<file path="src/rtl/median_window_scan_ctrl_if.sv">
// rtl/median_window_scan_ctrl_if.sv - control/status bundle between scan controller and its neighbours
// Purpose: groups the start/stop/stall controls and the window strobe/coordinate outputs.
// Ports (signals):
//   i_start, i_stop, i_stall      : controls driven by the master (BRAM read sequencer side)
//   o_state, o_enable_win         : controller state and per-cycle window strobe
//   o_col, o_row                  : window coordinates (CW / RW bits)
//   o_first_col, o_row_end,
//   o_frame_end, o_busy           : row/frame markers and activity flag
//   o_frame_cnt                   : completed-frame counter (CNT_W bits)
interface median_window_scan_ctrl_if #(
    parameter int CW    = 3,
    parameter int RW    = 3,
    parameter int CNT_W = 8
);
    logic             i_start;
    logic             i_stop;
    logic             i_stall;
    logic [2:0]       o_state;
    logic             o_enable_win;
    logic [CW-1:0]    o_col;
    logic [RW-1:0]    o_row;
    logic             o_first_col;
    logic             o_row_end;
    logic             o_frame_end;
    logic             o_busy;
    logic [CNT_W-1:0] o_frame_cnt;

    modport master (
        output i_start, i_stop, i_stall,
        input  o_state, o_enable_win, o_col, o_row, o_first_col,
               o_row_end, o_frame_end, o_busy, o_frame_cnt
    );

    modport slave (
        input  i_start, i_stop, i_stall,
        output o_state, o_enable_win, o_col, o_row, o_first_col,
               o_row_end, o_frame_end, o_busy, o_frame_cnt
    );
endinterface

</file>
<file path="src/rtl/median_window_scan_ctrl.sv">
// rtl/median_window_scan_ctrl.sv - window-scan controller producing enable strobe and coordinates for a WIN x WIN median engine
// Purpose: walks an OUT_W x OUT_H grid of window positions with an initial delay,
//          inter-row gaps and an inter-frame gap; supports stall, abort and auto restart.
// Ports:
//   i_clk : clock, rising edge
//   i_rst : asynchronous active-high reset
//   bus   : median_window_scan_ctrl_if.slave (controls in, strobe/coordinates/markers out)
module median_window_scan_ctrl #(
    parameter int IMG_W        = 8,
    parameter int IMG_H        = 8,
    parameter int WIN          = 3,
    parameter int INIT_DLY     = 53,
    parameter int ROW_GAP      = 2,
    parameter int FRAME_GAP    = 20,
    parameter int AUTO_RESTART = 1,
    parameter int CNT_W        = 8
) (
    input  logic                       i_clk,
    input  logic                       i_rst,
    median_window_scan_ctrl_if.slave   bus
);
    localparam int OUT_W = IMG_W - WIN + 1;
    localparam int OUT_H = IMG_H - WIN + 1;
    localparam int CW    = (OUT_W > 1) ? $clog2(OUT_W) : 1;
    localparam int RW    = (OUT_H > 1) ? $clog2(OUT_H) : 1;
    localparam int MAXD  = (INIT_DLY > ROW_GAP)
                         ? ((INIT_DLY > FRAME_GAP) ? INIT_DLY : FRAME_GAP)
                         : ((ROW_GAP > FRAME_GAP) ? ROW_GAP : FRAME_GAP);
    localparam int DW    = $clog2(MAXD + 1);

    typedef enum logic [2:0] {
        S_IDLE      = 3'd0,
        S_INIT_WAIT = 3'd1,
        S_SCAN      = 3'd2,
        S_ROW_GAP   = 3'd3,
        S_FRAME_GAP = 3'd4
    } state_t;

    state_t           r_state, w_nxt_state;
    logic [CW-1:0]    r_col, w_nxt_col;
    logic [RW-1:0]    r_row, w_nxt_row;
    logic [DW-1:0]    r_dly, w_nxt_dly;
    logic [CNT_W-1:0] r_fcnt, w_nxt_fcnt;

    logic w_enable, w_last_col, w_last_row, w_row_end, w_frame_end;

    // Stall gates the strobe combinationally so the datapath sees it in the same cycle.
    assign w_enable    = (r_state == S_SCAN) && !bus.i_stall;
    assign w_last_col  = (r_col == CW'(OUT_W - 1));
    assign w_last_row  = (r_row == RW'(OUT_H - 1));
    assign w_row_end   = w_enable && w_last_col;
    assign w_frame_end = w_row_end && w_last_row;

    assign bus.o_state      = r_state;
    assign bus.o_enable_win = w_enable;
    assign bus.o_col        = r_col;
    assign bus.o_row        = r_row;
    assign bus.o_first_col  = w_enable && (r_col == '0);
    assign bus.o_row_end    = w_row_end;
    assign bus.o_frame_end  = w_frame_end;
    assign bus.o_busy       = (r_state != S_IDLE);
    assign bus.o_frame_cnt  = r_fcnt;

    always_ff @(posedge i_clk or posedge i_rst) begin
        if (i_rst) begin
            r_state <= S_IDLE;
            r_col   <= '0;
            r_row   <= '0;
            r_dly   <= '0;
            r_fcnt  <= '0;
        end else begin
            r_state <= w_nxt_state;
            r_col   <= w_nxt_col;
            r_row   <= w_nxt_row;
            r_dly   <= w_nxt_dly;
            r_fcnt  <= w_nxt_fcnt;
        end
    end

    always_comb begin
        w_nxt_state = r_state;
        w_nxt_col   = r_col;
        w_nxt_row   = r_row;
        w_nxt_dly   = r_dly;
        w_nxt_fcnt  = r_fcnt;

        // A frame that completes in the same cycle as an abort still counts.
        if (w_frame_end) begin
            w_nxt_fcnt = r_fcnt + CNT_W'(1);
        end

        case (r_state)
            S_IDLE: begin
                if (bus.i_start) begin
                    w_nxt_state = S_INIT_WAIT;
                    w_nxt_dly   = DW'(INIT_DLY - 1);
                end
            end
            S_INIT_WAIT, S_ROW_GAP: begin
                if (r_dly == '0) begin
                    w_nxt_state = S_SCAN;
                end else begin
                    w_nxt_dly = r_dly - DW'(1);
                end
            end
            S_SCAN: begin
                if (w_enable) begin
                    if (!w_last_col) begin
                        w_nxt_col = r_col + CW'(1);
                    end else if (!w_last_row) begin
                        w_nxt_col   = '0;
                        w_nxt_row   = r_row + RW'(1);
                        w_nxt_state = S_ROW_GAP;
                        w_nxt_dly   = DW'(ROW_GAP - 1);
                    end else begin
                        w_nxt_col   = '0;
                        w_nxt_row   = '0;
                        w_nxt_state = S_FRAME_GAP;
                        w_nxt_dly   = DW'(FRAME_GAP - 1);
                    end
                end
            end
            S_FRAME_GAP: begin
                if (r_dly == '0) begin
                    w_nxt_state = (AUTO_RESTART != 0) ? S_SCAN : S_IDLE;
                end else begin
                    w_nxt_dly = r_dly - DW'(1);
                end
            end
            default: begin
                w_nxt_state = S_IDLE;
            end
        endcase

        if (bus.i_stop) begin
            w_nxt_state = S_IDLE;
            w_nxt_col   = '0;
            w_nxt_row   = '0;
            w_nxt_dly   = '0;
        end
    end
endmodule

</file>
<file path="src/flat_wrapper.sv">
// flat-port wrapper written by rule: the top's interface ports become plain ports
module median_window_scan_ctrl_flat 
#(
    parameter int IMG_W        = 8,
    parameter int IMG_H        = 8,
    parameter int WIN          = 3,
    parameter int INIT_DLY     = 53,
    parameter int ROW_GAP      = 2,
    parameter int FRAME_GAP    = 20,
    parameter int AUTO_RESTART = 1,
    parameter int CNT_W        = 8
)
  (i_clk, i_rst, bus_i_start, bus_i_stop, bus_i_stall, bus_o_state, bus_o_enable_win, bus_o_col, bus_o_row, bus_o_first_col, bus_o_row_end, bus_o_frame_end, bus_o_busy, bus_o_frame_cnt);
  median_window_scan_ctrl_if #(.CW(3), .RW(3), .CNT_W(CNT_W)) bus_i ();
  input  logic i_clk;
  input  logic i_rst;
  input wire logic [$bits(bus_i.i_start)-1:0] bus_i_start;
  input wire logic [$bits(bus_i.i_stop)-1:0] bus_i_stop;
  input wire logic [$bits(bus_i.i_stall)-1:0] bus_i_stall;
  output wire logic [$bits(bus_i.o_state)-1:0] bus_o_state;
  output wire logic [$bits(bus_i.o_enable_win)-1:0] bus_o_enable_win;
  output wire logic [$bits(bus_i.o_col)-1:0] bus_o_col;
  output wire logic [$bits(bus_i.o_row)-1:0] bus_o_row;
  output wire logic [$bits(bus_i.o_first_col)-1:0] bus_o_first_col;
  output wire logic [$bits(bus_i.o_row_end)-1:0] bus_o_row_end;
  output wire logic [$bits(bus_i.o_frame_end)-1:0] bus_o_frame_end;
  output wire logic [$bits(bus_i.o_busy)-1:0] bus_o_busy;
  output wire logic [$bits(bus_i.o_frame_cnt)-1:0] bus_o_frame_cnt;
  assign bus_i.i_start = bus_i_start;
  assign bus_i.i_stop = bus_i_stop;
  assign bus_i.i_stall = bus_i_stall;
  assign bus_o_state = bus_i.o_state;
  assign bus_o_enable_win = bus_i.o_enable_win;
  assign bus_o_col = bus_i.o_col;
  assign bus_o_row = bus_i.o_row;
  assign bus_o_first_col = bus_i.o_first_col;
  assign bus_o_row_end = bus_i.o_row_end;
  assign bus_o_frame_end = bus_i.o_frame_end;
  assign bus_o_busy = bus_i.o_busy;
  assign bus_o_frame_cnt = bus_i.o_frame_cnt;
  median_window_scan_ctrl #(.IMG_W(IMG_W), .IMG_H(IMG_H), .WIN(WIN), .INIT_DLY(INIT_DLY), .ROW_GAP(ROW_GAP), .FRAME_GAP(FRAME_GAP), .AUTO_RESTART(AUTO_RESTART), .CNT_W(CNT_W)) u_core (.i_clk(i_clk), .i_rst(i_rst), .bus(bus_i));
endmodule
</file>
<file path="config.mk">
export PLATFORM = sky130hd
export DESIGN_NAME = median_window_scan_ctrl_flat
export DESIGN_NICKNAME = d
export VERILOG_FILES = /design/src/rtl/median_window_scan_ctrl_if.sv /design/src/rtl/median_window_scan_ctrl.sv /design/src/flat_wrapper.sv
export SDC_FILE = /design/constraint.sdc
export NUM_CORES = 1
export LEC_CHECK = 0
export ABC_AREA = 1
export BUFFER_PORTS_ARGS = -buffer_cell sky130_fd_sc_hd__buf_2
export CAP_MARGIN = 10
export CORE_ASPECT_RATIO = 0.9
export CORE_MARGIN = 2
export CORE_UTILIZATION = 45
export CTS_CLUSTER_SIZE = 40
export DETAILED_ROUTE_END_ITERATION = 7
export PLACE_DENSITY = 0.71
export SYNTH_ARGS = -nofsm -noshare
export SYNTH_HDL_FRONTEND = slang
export SYNTH_SLANG_ARGS = --single-unit
</file>
<file path="constraint.sdc">
create_clock -name i_clk -period 2.2 [get_ports i_clk]
set_input_delay 0.11 -clock i_clk [delete_from_list [all_inputs] [get_ports i_clk]]
set_output_delay 0.11 -clock i_clk [all_outputs]
set_load 0.005 [all_outputs]
</file>
Word-level counts from Yosys, hierarchy flattened
Cells that the tools add are included.
{"block": "totals", "register_bits": 23, "input_bits": 5}
{"block": "op_classes", "n_addsub": 4, "n_eq_ne": 11, "muxes": 23, "reduce_logical": 18}
{"op": "$mux 3", "n": 15}
{"op": "$mux 6", "n": 5}
{"op": "$pmux 6 s3", "n": 1}
{"op": "$eq 3x3->1 const B", "n": 3}
{"op": "$pmux 3 s3", "n": 1}
{"op": "$add 8x1->8 const B", "n": 1}
{"op": "$add 3x1->3 const B", "n": 2}
{"op": "$eq 3x2->1 const B", "n": 2}
{"op": "$logic_not 3->1", "n": 2}
{"op": "$logic_not 6->1", "n": 1}
{"op": "$ne 3x2->1 const B", "n": 2}
{"op": "$ne 3x3->1 const B", "n": 2}
{"op": "$reduce_bool 2->1", "n": 3}
{"op": "$sub 6x1->6 const B", "n": 1}
{"op": "$mux 5", "n": 1}
{"op": "$reduce_and 5->1", "n": 1}
{"op": "$logic_and 1x1->1", "n": 4}
{"op": "$reduce_and 4->1", "n": 1}
{"op": "$reduce_bool 4->1", "n": 1}
{"op": "$eq 3x1->1 const B", "n": 1}
{"op": "$ne 3x1->1 const B", "n": 1}
{"op": "$reduce_and 3->1", "n": 1}
{"op": "$reduce_bool 3->1", "n": 1}
{"op": "$reduce_or 3->1", "n": 1}
{"op": "other kinds (2)", "n": 2}

Depth between registers and ports, before layout
{"block": "logic_depth", "word_depth": 6, "depth_mapped": 8}

Worst setup path after synthesis
No wires, ideal clock.
{"block": "synth_timing", "path_type": "register to register", "startpoint": "register u_core.r_state[0], in the netlist u_core.bus.o_state[0]", "endpoint": "register u_core.r_fcnt[3], in the netlist u_core.bus.o_frame_cnt[3]", "setup_time_ps": 122, "arrival_ps": 1261, "slack_ps": 817, "path_stages_with_launch": 8, "period_less_slack_ps": 1383, "cell_sequence": "dfrtp_1 nor2_4 nand2_4 nor2_8 nand2_4 nor2_8 nand2_1 xor2_1"}
{"block": "synth_between", "elab_chain_len": 4}
{"element": "start: declaration", "line": "median_window_scan_ctrl.sv:39", "text": "state_t r_state, w_nxt_state;"}
{"element": "start signal: assignment", "line": "median_window_scan_ctrl.sv:72", "text": "r_state <= w_nxt_state;"}
{"element": "$eq 3x2->1", "line": "median_window_scan_ctrl.sv:48", "text": "assign w_enable = (r_state == S_SCAN) && !bus.i_stall;"}
{"element": "$logic_and 1x1->1", "line": "median_window_scan_ctrl.sv:48"}
{"element": "via bus_o_enable_win", "line": "flat_wrapper.sv:21", "text": "output wire logic [$bits(bus_i.o_enable_win)-1:0] bus_o_enable_win;"}
{"element": "$logic_and 1x1->1", "line": "median_window_scan_ctrl.sv:51", "text": "assign w_row_end = w_enable && w_last_col;"}
{"element": "$logic_and 1x1->1", "line": "median_window_scan_ctrl.sv:52", "text": "assign w_frame_end = w_row_end && w_last_row;"}
{"element": "end signal: assignment", "line": "median_window_scan_ctrl.sv:76", "text": "r_fcnt <= w_nxt_fcnt;"}
{"element": "end: declaration", "line": "median_window_scan_ctrl.sv:43", "text": "logic [CNT_W-1:0] r_fcnt, w_nxt_fcnt;"}
The timed path passes the listed nets, and every way through them passes these cells.
A chain may end at the register's enable or synchronous reset.

Worst setup path after layout
{"block": "layout_timing", "startpoint": "register u_core.r_row[0], in the netlist u_core.bus.o_row[0]", "endpoint": "output bus_o_frame_end"}
{"block": "layout_between", "elab_chain_len": 2}
{"element": "start: declaration", "line": "median_window_scan_ctrl.sv:41", "text": "logic [RW-1:0] r_row, w_nxt_row;"}
{"element": "start signal: assignment", "line": "median_window_scan_ctrl.sv:74", "text": "r_row <= w_nxt_row;"}
{"element": "$eq 3x3->1", "line": "median_window_scan_ctrl.sv:50", "text": "assign w_last_row = (r_row == RW'(OUT_H - 1));"}
{"element": "$logic_and 1x1->1", "line": "median_window_scan_ctrl.sv:52"}
{"element": "end: declaration", "line": "flat_wrapper.sv:26", "text": "output wire logic [$bits(bus_i.o_frame_end)-1:0] bus_o_frame_end;"}
No other way between the ends.

==> impl_metrics.env <==
export IMPL_status="completed"
export IMPL_syn_inst=182
export IMPL_cts_tree="built"
export IMPL_initial_utilization_pct=46.9
export IMPL_final_net_count=221
export IMPL_path_class="flop to primary output"
export IMPL_gp_congestion=0.851
export IMPL_synth_flop_cell="dfrtp_1"
export IMPL_period_share_pct=76.2
export IMPL_ir_drop_mv=0.431
export IMPL_ys_types=26
export IMPL_ys_ff_latch=23
export IMPL_use_met2_pct=26.9
export IMPL_die_w_um=63.3
export IMPL_cpLargestDelayFamily="simple AND/OR/NAND/NOR gates"
export IMPL_via_count=1233
export IMPL_drc=0
export IMPL_grt_total_usage_pct=17.3
export IMPL_wl_per_cell_um=11.2
export IMPL_worst_pin_slew_ns=0.850
export IMPL_cp_start_kind="flop"
export IMPL_drive_above_1_share_pct=20.8
export IMPL_cts_max_path_buffers=2
export IMPL_worstPathRequired_ns=2.09
export IMPL_num_antenna_cells=0
export IMPL_cts_resized=0
export IMPL_area_delta_synth_final_pct=15.1
export IMPL_final_cells=254
export IMPL_row_count=19
export IMPL_die_h_um=57.4
export IMPL_setup_tns_ns=0
export IMPL_synth_edf_count=0
export IMPL_syn_area_mm2=0.00143
export IMPL_finalCriticalPeriod_ns=1.68
export IMPL_ys_warnings_count=0
export IMPL_gr_usage_met1_pct=25.1
export IMPL_slew_limit_headroom_pct=43.3
export IMPL_clk_pin_slew_ns=0.11
export IMPL_finalSetupViolations=0
export IMPL_finish_utilization_pct=53.9
export IMPL_dpl_cell_count=249
export IMPL_worst_path_buf_inv=3
export IMPL_io_pins=27
export IMPL_busiest_layer="met2"
export IMPL_antenna_found_initial=0
export IMPL_crit_slowest_cell="dfrtp_1"
export IMPL_synth_avg_cell_area_um2=7.84
export IMPL_grt_max_degree=24
export IMPL_slowest_delay_ns=0.40
export IMPL_num_fill_cells=311
export IMPL_fmax_ghz=0.596
export IMPL_slew_violations=0
export IMPL_core_area_mm2=0.00304
export IMPL_synth_seq_area_share_pct=40.4
export IMPL_cp_max_fo=4
export IMPL_die_area_mm2=0.00364
export IMPL_synth_nets=190
export IMPL_cp_end_kind="primary output"
export IMPL_root_buffer="clkbuf_4"
export IMPL_portBuffers=26
export IMPL_ant_nets=0
export IMPL_drtIter0Drc=107
export IMPL_wl_mm=2.84
export IMPL_final_hold_viol_count=0
export IMPL_power_density_mw_per_mm2=856
export IMPL_hold_class="input pin to flop"
export IMPL_htreeDepth=1
export IMPL_fin_worst_skew_ns=0.0249
export IMPL_rsz0062_at_grt="no"
export IMPL_cap_violations=0
export IMPL_p_leak_uw=0.000948
export IMPL_grt_pass1_wl_mm=5.01
export IMPL_async_flop_share_pct=100
export IMPL_post_dp_cell_area_mm2=0.00161
export IMPL_cts_sinks=23
export IMPL_met3_usage_pct=3.55
export IMPL_grt_ovfl_total=0
export IMPL_dp_hpwl_mm=2.20
export IMPL_critPathArrivalTime_ns=1.57
export IMPL_grt_pass1_vias=1115
export IMPL_firstDrtPassIters=4
export IMPL_clkLatencyLatePin_ns=0.32
export IMPL_crit_chain="inv_1 -> nor2_1 -> nand2_1 -> inv_1 -> nand2_1 -> nor3_1 -> buf_2"
export IMPL_cts_made_buffers=3
export IMPL_vias_per_cell=4.85
export IMPL_stdcell_area_mm2=0.00164
==> power by group <==
part,internal [µW],total (µW),switching [µW]
Combinational,235,626,392
Clock,70.7,197,127
Sequential,491,581,90.0
==> through the flow <==
| step | worst slack (ns) | power [µW] | hold slack, ns |
|---|---|---|---|
| after floorplan | 0.817 | 1050 | 0.112 |
| after global placement | 0.752 | 1200 | 0.339 |
| after detailed placement | 0.724 | 1210 | 0.338 |
| after CTS | 0.490 | 1410 | 0.0124 |
| after global routing | 0.335 | 1530 | 0.00550 |
| final | 0.523 | 1410 | 0.0210 |
==> Yosys cell counts, drive strengths merged (2+ instances only) <==
master / instances / area [µm²]
xnor2: 6 / 52.6
nor2: 21 / 148
dfrtp: 23 / 576
nand3: 17 / 90.1
xor2: 3 / 26.3
nand2: 50 / 213
o21ai: 12 / 63.8
nand4: 7 / 43.8
a21oi: 3 / 15.0
ha: 3 / 37.5
nor3: 2 / 10.0
inv: 28 / 105
==> state kept, by name, summed over array words and instances (netlist names) <==
register / count
u_core.bus.o_frame_cnt: 8
u_core.bus.o_row: 3
u_core.bus.o_state: 3
u_core.bus.o_col: 3
u_core.r_dly: 6
==> area by class of cell <==
| type | instances | area (µm²) | area share [%] |
|---|---|---|---|
| multi-input cells | 130 | 742 | 45.2 |
| inverters | 28 | 105 | 6.40 |
| repair buffers | 27 | 140 | 8.54 |
| well taps | 42 | 52.6 | 3.20 |
| clock buffers | 4 | 26.3 | 1.60 |
| flip-flops and latches | 23 | 576 | 35.1 |
==> path summary, 6_finish.rpt <==
kind | start | end | slack [ns] | cells after the start
min | bus_i_stop | u_core.bus.o_row[1] | 0.02 | 2
min in group asynchronous | i_rst | u_core.r_dly[1] | 0.49 | 3
max reg2reg | u_core.bus.o_row[0] | u_core.bus.o_state[1] | 0.76 | 7
min reg2reg | u_core.bus.o_frame_cnt[7] | u_core.bus.o_frame_cnt[7] | 0.48 | 1
max in group asynchronous | i_rst | u_core.bus.o_row[0] | 1.16 | 3
max | u_core.bus.o_row[0] | bus_o_frame_end | 0.52 | 7
==> layer usage <==
layer,routed length [µm],vias up
li1,-,649
met1,1450,556
met2,1240,26
met3,131,2
met4,17,0
met5,0,-
==> cell families after synthesis <==
| family | synth area share [%] |
|---|---|
| and+or+nand+nor | 36.2 |
| xor gates and xnor gates | 5.53 |
| AOI/OAI and AO/OA | 7.63 |
| adders and majority gates | 2.63 |
| buffers and inverters | 7.63 |
| DFF | 40.4 |
==> placed cells by master, fill, tap and decap left out <==
master,count
nor2_4,2
o21ai_0,11
nand2_4,2
o21ai_2,1
nor2_2,2
o211ai_1,1
o32ai_1,1
o22ai_1,1
nor3_1,2
nor2_1,14
nor2_8,3
dfrtp_1,23
ha_1,3
dlygate4sd3_1,1
xnor2_1,6
and2_1,1
a21oi_1,3
nor4_1,1
nand3_2,1
o21bai_1,1
nand3_1,16
nand4_1,7
nand2_2,4
xor2_1,3
nand2_1,44
buf_2,26
clkbuf_4,3
clkbuf_1,1
inv_1,28
==> what timing repair did <==
item                                    in CTS  in global routing
hold buffers                                 1                  0
endpoints found under the setup margin       0                  0
endpoints found under the hold margin       23                  0
setup buffers                                0                  0
No activity file was read; power rests on OpenSTA's default activity.
